**config.mk**
```make
export PLATFORM = sky130hd
export DESIGN_NAME = mac_seq_ctrl
export DESIGN_NICKNAME = d
export VERILOG_FILES = /design/src/rtl/mac_seq_ctrl.sv
export SDC_FILE = /design/constraint.sdc
export NUM_CORES = 1
export LEC_CHECK = 0
export CORE_MARGIN = 8
export CORE_UTILIZATION = 40
export DETAILED_ROUTE_END_ITERATION = 8
export HOLD_SLACK_MARGIN = 0.06
export PLACE_DENSITY = 0.71
export SLEW_MARGIN = 10
export SYNTH_ARGS = -nofsm -noshare
export SYNTH_HDL_FRONTEND = slang
export SYNTH_SLANG_ARGS = --single-unit
export TNS_END_PERCENT = 1
```
**constraint.sdc**
```tcl
create_clock -name clk -period 6.4 [get_ports clk]
set_clock_uncertainty 0.1 [all_clocks]
set_input_delay 1.92 -clock clk [delete_from_list [all_inputs] [get_ports clk]]
set_output_delay 1.92 -clock clk [all_outputs]
set_load 0.02 [all_outputs]
```
**src/rtl/mac_seq_ctrl.sv**
```systemverilog
// mac_seq_ctrl: sequences one weight-stationary INT8 MAC through weight load, activation stream, drain and result handoff
module mac_seq_ctrl #(
  parameter int DATA_W = 8,
  parameter int ACC_W  = 32,
  parameter int LEN_W  = 16
) (
  input  logic              clk,
  input  logic              rst_n,
  input  logic              i_start,
  input  logic [LEN_W-1:0]  i_cfg_len,
  input  logic [DATA_W-1:0] i_cfg_weight,
  output logic              o_busy,
  input  logic              i_act_valid,
  input  logic [DATA_W-1:0] i_act_data,
  output logic              o_act_ready,
  output logic [DATA_W-1:0] o_mac_weight_in,
  output logic              o_mac_weight_load,
  output logic              o_mac_acc_clear,
  output logic              o_mac_enable,
  output logic [DATA_W-1:0] o_mac_data_in,
  input  logic [ACC_W-1:0]  i_mac_acc_out,
  output logic              o_res_valid,
  output logic [ACC_W-1:0]  o_res_data,
  input  logic              i_res_ready
);
  typedef enum logic [2:0] {IDLE, LOAD, RUN, DRAIN, DONE} state_t;
  state_t            r_state, w_next;
  logic [LEN_W-1:0]  r_len, r_cnt;
  logic [DATA_W-1:0] r_weight;
  logic [ACC_W-1:0]  r_res;
  logic              w_beat, w_last;
  assign w_beat = (r_state == RUN) && i_act_valid;
  assign w_last = r_cnt == r_len - 1'b1;
  always_ff @(posedge clk or negedge rst_n) begin
    if (!rst_n) begin
      r_state  <= IDLE;
      r_len    <= '0;
      r_cnt    <= '0;
      r_weight <= '0;
      r_res    <= '0;
    end else begin
      r_state <= w_next;
      if (r_state == IDLE && i_start) begin
        r_len    <= i_cfg_len;
        r_weight <= i_cfg_weight;
      end
      if (r_state == LOAD) r_cnt <= '0;
      else if (w_beat && !w_last) r_cnt <= r_cnt + 1'b1;
      // the MAC updated on the last beat's edge, so its output is final here
      if (r_state == DRAIN) r_res <= i_mac_acc_out;
    end
  end
  always_comb begin
    w_next            = r_state;
    o_busy            = r_state != IDLE;
    o_act_ready       = r_state == RUN;
    o_mac_weight_load = r_state == LOAD;
    o_mac_acc_clear   = r_state == LOAD;
    o_mac_enable      = w_beat;
    o_res_valid       = r_state == DONE;
    case (r_state)
      IDLE:    w_next = i_start ? LOAD : IDLE;
      LOAD:    w_next = (r_len != '0) ? RUN : DRAIN;
      RUN:     w_next = (w_beat && w_last) ? DRAIN : RUN;
      DRAIN:   w_next = DONE;
      DONE:    w_next = i_res_ready ? IDLE : DONE;
      default: w_next = IDLE;
    endcase
  end
  assign o_mac_weight_in = r_weight;
  assign o_mac_data_in   = i_act_data;
  assign o_res_data      = r_res;
endmodule

```
==> results.cfg <==
[sta]
hold_violations = 0
slew_headroom_pct = 36.33
holdWs_ns = 0.4023
final.min_clock_period_ns = 5.295
period_share_pct = 82.74
finalSetupViolCount = 0
fin_tns_setup_ns = 0
grt_setup_unrepaired = no
tightestPinTransition_ns = 0.9550
fmax_mhz = 188.9
slew_violations = 0

[place]
gp_congestion = 0.7939
dpl.hpwl_mm = 6.927
io_buffers = 106
placed_cells = 526

[status]
status = finished clean

[grt]
overflow = 0
grt_usage_pct = 15.51
antenna_found_initial = 0
grt_max_degree = 76
grt_pass1_wl_mm = 15.72
grt_pass1_vias = 3037

[floorplanning]
start_util_pct = 40.77
io_pins = 123
dieArea_sq_um = 12670
die_height_microns = 112.6
core_sq_um = 9153
row_count = 35
die_w_microns = 112.6

[pwr]
p_leak_nw = 2.050
ir_worst_vdd_v = 0.0002319
finalPower_mw = 2.350
p_per_area_nw_per_um2 = 466.0

[setup_path]
worstPathArrival_ns = 3.28
path_buf_inv = 3
cpLargestDelayFamily = buffers and inverters
path_cells = clkdlybuf4s50_1, nand2_1, inv_1, clkdlybuf4s50_1
cp_slowest_stage_delay_ns = 0.65
crit_fanout = 5
end_kind = output port
critPathMostFrequentCell = clkdlybuf4s50_1
cp-start-kind = primary input
crit_path_top_delay_cell = clkdlybuf4s50_1
crit_type = primary input to output port
required_ns = 4.38

[logic_synthesis]
syn_avg_cell_area_sq_um = 11.38
synth_edf_count = 0
synth_nets = 399
synth_flop_cell = dfrtp_1
yosysWarnings = 0
synth_cells = 328
async_reset_ff_share_pct = 100.0
yosysSeqAreaShare_pct = 50.30
syn_area_sq_um = 3731
synth.distinct_cells = 48
ys_seq_elements = 75

[finish]
layout-drive-gt1-share_pct = 20.88
syn2layout_area_growth_pct = 35.18
fin_cells = 542
fin_nets = 497
layout_common_cells = 105 x clkdlybuf4s50_1, 75 x dfrtp_1, 54 x mux2_2
diodes = 0
final_common_cell = clkdlybuf4s50_1
fin_util_pct = 55.11

[drt]
via_count = 2835
viasPerCell = 5.231
wl_met1_mm = 3.716
drt_first_pass_iters = 4
met2_length_mm = 4.350
drt_iter0_drc = 109
dr_wl_met3_mm = 1.151
wl_per_cell_microns = 17.22
drcViolationCount = 0
wl_mm = 9.335
top_layer_used = met4
ant_nets = 0

[clock_tree]
cts_setup_buffers = 0
clock_path_buffers = 2
cts_tree = done
cts_sinks = 75
insertion_delay_ns = 0.35
path_clk_slew_ns = 0.08
post_cts_resized = 0
cts_buffers = 9
htreeDepth = 3
postCtsHoldBufs = 0
root_buffer = clkbuf_8

[run]
cap_violations = 0

[worst_hold_path]
hold_class = flop to flop
[cells by family (layout without fill, tap and decap cells)]
| logic type | count (synthesis) | after routing | synth area share, % |
|---|---|---|---|
| AND/OR/NAND/NOR | 100 | 100 | 14.82 |
| flip-flops | 75 | 75 | 50.30 |
| multiplexers | 56 | 56 | 16.83 |
| AO/OA/AOI/OAI | 40 | 40 | 7.680 |
| buffers and inverters | 33 | 136 | 4.527 |
| XOR/XNOR | 22 | 22 | 5.164 |
| adder cells (fa/ha/maj) | 2 | 2 | 0.6706 |
[worst reg2reg max path, stage by stage, from the launching register on]
cell and delay [ns]:
dfrtp_1 0.47, nor4_4 0.51, nand4_4 0.20, or3b_1 0.40, a211o_1 0.34, a211oi_4 0.38
a21oi_2 0.26, a31o_2 0.26, a21oi_1 0.11
[registers in the layout, indices dropped and copies added (netlist names)]
register / count
o_mac_weight_in: 8
o_res_data: 32
r_cnt: 16
r_len: 16
r_state: 3
[final cells by class]
class                           count  area [sq um]
Fill cell                         785          4109
Sequential cell                    75          1877
Multi-Input combinational cell    220          1688
Timing Repair Buffer              108          1074
Tap cell                          111         138.9
Clock buffer                        9         123.9
Clock inverter                      7         97.59
Inverter                           12         45.04
[synthesized netlist by cell type, types with 5 or more instances]
library cell | n | area, sq um
mux2_2 | 54 | 608.1
clkbuf_1 | 10 | 37.54
o21ai_0 | 9 | 45.04
nor2_1 | 22 | 82.58
nand4_1 | 8 | 50.05
dfrtp_1 | 75 | 1877
a21oi_1 | 9 | 45.04
xnor2_1 | 17 | 148.9
nand3_1 | 10 | 50.05
nand2_1 | 25 | 93.84
buf_4 | 10 | 75.07
nor3_1 | 5 | 25.02
inv_1 | 12 | 45.04
xor2_1 | 5 | 43.79
[report_power, final]
group / switching, mW / internal [mW]
clock: 0.192 / 0.222
combinational: 0.517 / 0.572
sequential: 0.174 / 0.673
total: 0.884 / 1.47
[per-layer routing]
metal / vias to the layer above / GRT usage, %
li1: 1348 / -
met1: 1377 / 17.27
met2: 100 / 23.98
met3: 10 / 9.608
met4: 0 / 4.856
met5: - / 0
[worst paths after layout]
path / cells past startpoint / to / startpoint / slack (ns)
hold reg to reg: 1 / r_cnt[15] / r_cnt[15] / 0.40
setup reg to reg: 8 / r_cnt[13] / r_len[2] / 3.30
setup / recovery: 4 / o_mac_enable / i_act_valid / 1.10
max in group asynchronous: 1 / r_cnt[14] / rst_n / 3.97
min in group asynchronous: 1 / o_res_data[26] / rst_n / 1.63
hold / removal: 1 / r_cnt[15] / r_cnt[15] / 0.40
[through the flow]
step           setup slack, ns  cell area (sq um)
2_1_floorplan            2.150               3731
3_3_place_gp             1.116               4822
3_5_place_dp             1.096               4822
4_1_cts                  1.092               5044
5_1_grt                  1.029               5044
6_report                 1.105               5044
Power figures use the tool's default switching activity.
